`src/rtl/pipe_ctrl_regs.sv`:
```
`default_nettype none
// ============================================================================
//  Module      : pipe_ctrl_regs
//  Description : Pipeline register bank for the 5-stage ARM core. Holds the
//                fetch PC, the F->D instruction register and the control /
//                address fields carried D->E->M->W. Applies the hazard unit's
//                stall and flush requests and gates stores, register writes
//                and PC writes with the E-stage condition result at E->M.
//  Revision    : 1.0 - initial release
// ============================================================================
module pipe_ctrl_regs #(
    parameter int              AW     = 4,
    parameter int              DW     = 32,
    parameter logic [DW-1:0]   PC_RST = '0
) (
    input  logic          clk,
    input  logic          reset,
    // hazard unit requests
    input  logic          StallF,
    input  logic          StallD,
    input  logic          FlushD,
    input  logic          FlushE,
    // fetch
    input  logic [DW-1:0] PCNextF,
    input  logic [DW-1:0] InstrF,
    output logic [DW-1:0] PCF,
    // decode
    output logic [DW-1:0] InstrD,
    output logic          ValidD,
    input  logic          RegWriteD,
    input  logic          MemtoRegD,
    input  logic          MemWriteD,
    input  logic          BranchD,
    input  logic          PCSrcD,
    input  logic [AW-1:0] RA1D,
    input  logic [AW-1:0] RA2D,
    input  logic [AW-1:0] WA3D,
    // execute
    input  logic          CondExE,
    output logic [AW-1:0] RA1E,
    output logic [AW-1:0] RA2E,
    output logic [AW-1:0] WA3E,
    output logic          MemtoRegE,
    output logic          PCSrcE,
    output logic          BranchTakenE,
    // memory
    output logic          RegWriteM,
    output logic          MemtoRegM,
    output logic          MemWriteM,
    output logic          PCSrcM,
    output logic [AW-1:0] WA3M,
    // writeback
    output logic          RegWriteW,
    output logic          MemtoRegW,
    output logic          PCSrcW,
    output logic [AW-1:0] WA3W
);

    // ------------------------------------------------------------------
    // Stage state
    // ------------------------------------------------------------------
    logic [DW-1:0] r_pc_f;

    logic [DW-1:0] r_instr_d;
    logic          r_valid_d;

    logic          r_reg_write_e;
    logic          r_memto_reg_e;
    logic          r_mem_write_e;
    logic          r_branch_e;
    logic          r_pc_src_e;
    logic [AW-1:0] r_ra1_e;
    logic [AW-1:0] r_ra2_e;
    logic [AW-1:0] r_wa3_e;

    logic          r_reg_write_m;
    logic          r_memto_reg_m;
    logic          r_mem_write_m;
    logic          r_pc_src_m;
    logic [AW-1:0] r_wa3_m;

    logic          r_reg_write_w;
    logic          r_memto_reg_w;
    logic          r_pc_src_w;
    logic [AW-1:0] r_wa3_w;

    // Fetch PC: hold on stall, otherwise take the next PC.
    always_ff @(posedge clk) begin
        if (reset) begin
            r_pc_f <= PC_RST;
        end else if (!StallF) begin
            r_pc_f <= PCNextF;
        end
    end

    // Decode register: flush beats stall so a squashed slot never survives.
    always_ff @(posedge clk) begin
        if (reset || FlushD) begin
            r_instr_d <= '0;
            r_valid_d <= 1'b0;
        end else if (!StallD) begin
            r_instr_d <= InstrF;
            r_valid_d <= 1'b1;
        end
    end

    // Execute register: bubble on flush; an invalid D slot loads as a bubble.
    always_ff @(posedge clk) begin
        if (reset || FlushE) begin
            r_reg_write_e <= 1'b0;
            r_memto_reg_e <= 1'b0;
            r_mem_write_e <= 1'b0;
            r_branch_e    <= 1'b0;
            r_pc_src_e    <= 1'b0;
            r_ra1_e       <= '0;
            r_ra2_e       <= '0;
            r_wa3_e       <= '0;
        end else begin
            r_reg_write_e <= RegWriteD & r_valid_d;
            r_memto_reg_e <= MemtoRegD & r_valid_d;
            r_mem_write_e <= MemWriteD & r_valid_d;
            r_branch_e    <= BranchD   & r_valid_d;
            r_pc_src_e    <= PCSrcD    & r_valid_d;
            r_ra1_e       <= RA1D;
            r_ra2_e       <= RA2D;
            r_wa3_e       <= WA3D;
        end
    end

    // Memory register: architectural side effects are dropped when the
    // condition check in E failed.
    always_ff @(posedge clk) begin
        if (reset) begin
            r_reg_write_m <= 1'b0;
            r_memto_reg_m <= 1'b0;
            r_mem_write_m <= 1'b0;
            r_pc_src_m    <= 1'b0;
            r_wa3_m       <= '0;
        end else begin
            r_reg_write_m <= r_reg_write_e & CondExE;
            r_memto_reg_m <= r_memto_reg_e;
            r_mem_write_m <= r_mem_write_e & CondExE;
            r_pc_src_m    <= r_pc_src_e    & CondExE;
            r_wa3_m       <= r_wa3_e;
        end
    end

    // Writeback register: straight copy of the memory stage.
    always_ff @(posedge clk) begin
        if (reset) begin
            r_reg_write_w <= 1'b0;
            r_memto_reg_w <= 1'b0;
            r_pc_src_w    <= 1'b0;
            r_wa3_w       <= '0;
        end else begin
            r_reg_write_w <= r_reg_write_m;
            r_memto_reg_w <= r_memto_reg_m;
            r_pc_src_w    <= r_pc_src_m;
            r_wa3_w       <= r_wa3_m;
        end
    end

    // ------------------------------------------------------------------
    // Outputs
    // ------------------------------------------------------------------
    assign PCF          = r_pc_f;
    assign InstrD       = r_instr_d;
    assign ValidD       = r_valid_d;

    assign RA1E         = r_ra1_e;
    assign RA2E         = r_ra2_e;
    assign WA3E         = r_wa3_e;
    assign MemtoRegE    = r_memto_reg_e;
    assign PCSrcE       = r_pc_src_e;
    // Unregistered so the fetch redirect happens in the same cycle.
    assign BranchTakenE = r_branch_e & CondExE;

    assign RegWriteM    = r_reg_write_m;
    assign MemtoRegM    = r_memto_reg_m;
    assign MemWriteM    = r_mem_write_m;
    assign PCSrcM       = r_pc_src_m;
    assign WA3M         = r_wa3_m;

    assign RegWriteW    = r_reg_write_w;
    assign MemtoRegW    = r_memto_reg_w;
    assign PCSrcW       = r_pc_src_w;
    assign WA3W         = r_wa3_w;

endmodule
`default_nettype wire

```
`config.mk`:
```
export PLATFORM = sky130hd
export DESIGN_NAME = pipe_ctrl_regs
export DESIGN_NICKNAME = d
export VERILOG_FILES = /design/src/rtl/pipe_ctrl_regs.sv
export SDC_FILE = /design/constraint.sdc
export NUM_CORES = 1
export LEC_CHECK = 0
export ABC_CLOCK_PERIOD_IN_PS = 1040
export CAP_MARGIN = 20
export CORE_ASPECT_RATIO = 1.4
export CORE_MARGIN = 3
export CORE_UTILIZATION = 38
export CTS_CLUSTER_SIZE = 28
export DETAILED_ROUTE_END_ITERATION = 8
export GPL_ROUTABILITY_DRIVEN = 0
export HOLD_SLACK_MARGIN = 0.12
export PLACE_DENSITY_LB_ADDON = 0.15
export SLEW_MARGIN = 10
export SYNTH_ARGS = -nofsm -noshare
export SYNTH_HDL_FRONTEND = slang
export SYNTH_SLANG_ARGS = --single-unit
export TNS_END_PERCENT = 50
```
`constraint.sdc`:
```
create_clock -name clk -period 1.04 [get_ports clk]
set_input_delay 0.208 -clock clk [delete_from_list [all_inputs] [get_ports clk]]
set_output_delay 0.208 -clock clk [all_outputs]
set_load 0.005 [all_outputs]
```
==> flow_metrics.tcl <==
set metrics [dict create \
    outcome "finished, violations left" \
    violations "setup timing" \
    tightest_slew_ns 0.268 \
    drc 0 \
    total_power_mw 8.11 \
    holdPathStages 3 \
    n_antenna_cell 0 \
    cts_buffers 9 \
    wire_per_inst_um 13.4 \
    cpPeakStageDelay_ns 0.29 \
    initial_core_util_pct 39.1 \
    layout-drive-gt1-share_pct 42.8 \
    totalNegativeSetupSlack_ns -0.0535 \
    worstSetupPathType "flip-flop to output pin" \
    crit_fanout 1 \
    cellLeakagePower_nw 2.48 \
    grt_pass1_wl_mm 12.0 \
    grt_pass1_vias 2500 \
    antenna_found_initial 0 \
    cp-end-kind "output pin" \
    final_util_pct 61.6 \
    finalMaxSlewViolations 0 \
    cts_tree "built" \
    yosysWarnings 0 \
    vias_per_cell 4.44 \
    peakVddDrop_v 0.00103 \
    r2r-start "InstrD[9]" \
    synthDominantCellAreaShare_pct 60.6 \
    power_density_mw_per_mm2 1610 \
    syn_nets 369 \
    setup_violations 1 \
    synth.area.top_cells "dfxtp_1 61%, mux2i_1 20%, nor2_1 7.5%, and2_1 3.1%, nor2b_1 2.5%" \
    cp_slowest_cell "dfxtp_1" \
    min_path_type "input port to flip-flop" \
    cp_top_family "flip-flops" \
    track_usage_pct 15.9 \
    drtIter0Drc 86 \
    fin_crit_sh_pct 105 \
    r2r_setup_slack_ns 0.31 \
    routed_wl_mm 7.71 \
    slew_headroom_pct 82.1 \
    die_h_um 115 \
    ioPinCount 183 \
    ys_types 14 \
    final_common_cell "buf_2" \
    coreArea_mm2 0.00820 \
    overflow 0 \
    ant_nets 0 \
    final_cell_mix "98 x buf_2, 83 x clkdlybuf4s50_1, 76 x dfxtp_2, 64 x mux2i_1, 64 x nor2_1" \
    cp_data_arrival_time_ns 0.89 \
    place_hpwl_mm 5.87 \
    rr_endpoint "InstrD[9]" \
    vias 2551 \
    post-route-min-period_ns 1.09 \
    fmax_ghz 0.915 \
    ys_seq_elements 97 \
    die-area_mm2 0.00959 \
    synth.avg_cell_area_um2 11.4 \
    path_clk_slew_ns 0.07 \
    root_buffer "clkbuf_16" \
    io_buffers 182 \
    synth_top_area_cell "dfxtp_1" \
    rows 39 \
    chipWidth_um 83.6 \
    clock_sinks 97 \
    crit_chain "and2_1, buf_2" \
    htreeDepth 3 \
    startpoint_type "flip-flop" \
    worst_slack_ns -0.0535 \
    hold_end "PCF[11]" \
    skew_ns 0.000777 \
    grt_max_degree 23 \
    path_buf_inv 1 \
    required_ns 0.83 \
    syn_area_mm2 0.00321 \
    synthesis.instances 281 \
    hold_viol 0 \
    rsz0062_at_grt "true" \
    min_from "reset" \
    cts.path.max_buffers 2 \
    area.growth.synth_to_final_pct 57.5 \
    cap_violations 0 \
    worstSkewPairLatency_ns 0.33 \
    fin_nets 555 \
    ys_seq_area_share_pct 60.6 \
    firstDrtPassIters 4 \
    r2r_cells 3 \
]
-- kinds of logic (layout without fill, tap and decap cells) --
family | Yosys count | after routing | share of synthesized area, %
buffers and inverters | 19 | 210 | 4.61
flip-flops | 97 | 97 | 60.6
multiplexers | 64 | 64 | 20.0
AO/OA/AOI/OAI | 1 | 1 | 0.156
AND/OR/NAND/NOR | 100 | 100 | 14.7
-- per-stage QoR --
step	worst slack [ns]	cell area, um^2	hold slack, ns	std cells
after CTS	-0.0713	5050	0.203	574
after global placement	-0.493	5120	0.420	557
after global routing	-0.0820	5050	0.222	574
after detailed placement	-0.509	5120	0.414	557
after floorplan	0.171	3210	0.330	281
final	-0.0535	5050	0.213	574
-- per-layer routing --
layer  vias up  track usage (%)  wire length [um]
li1       1280                -                 -
met1      1144             17.1              2990
met2       116             27.3              3810
met3        11             6.55               774
met4         0             7.19               134
met5         -                0                 0
-- worst reg2reg max path, stage by stage, from the launching register on --
cell and delay [ns]:
dfxtp_2 0.32, buf_4 0.12, mux2i_1 0.14, nor2_1 0.05
-- timing repair --
action / CTS / global route
buffers inserted: 1 / 0
pin swaps: 1 / 0
endpoints found under the setup margin: 95 / 1
hold buffers: 0 / 0
hold endpoints to repair: 0 / 0
gates cloned: 0 / 0
resized for setup: 457 / 0
-- where the power goes --
group | total [mW] | switching (mW) | internal, mW
Clock | 3.29 | 1.40 | 1.88
Sequential | 3.94 | 0.0602 | 3.88
Combinational | 0.880 | 0.318 | 0.563
-- state kept, by name, summed over array words and instances (netlist names), 4 cells and up --
register / flops
InstrD: 32
PCF: 32
RA1E: 4
RA2E: 4
WA3E: 4
WA3M: 4
WA3W: 4
-- how the worst max path moves through the flow --
stage | start | depth (start not counted) | end
floorplan | StallF | 4 | PCF[0]
global placement | CondExE | 3 | BranchTakenE
detailed placement | CondExE | 3 | BranchTakenE
CTS | r_branch_e | 2 | BranchTakenE
global route | r_branch_e | 2 | BranchTakenE
finish | r_branch_e | 2 | BranchTakenE
-- area by class of cell --
type,count,area [um^2]
sequential,97,2040
clock buffer,9,225
fill,743,3150
multi-input combinational,165,1120
timing repair buffer,193,1460
inverter,1,3.75
clock inverter,7,77.6
tap,102,128
-- synth_stat cells, drive strengths merged --
master	n
nor2b	13
a21oi	1
or2	1
mux2i	64
nor2	65
clkbuf	1
dfxtp	97
and3	5
inv	1
buf	17
and2	16
Note: power is estimated with default switching activity, not from simulation.
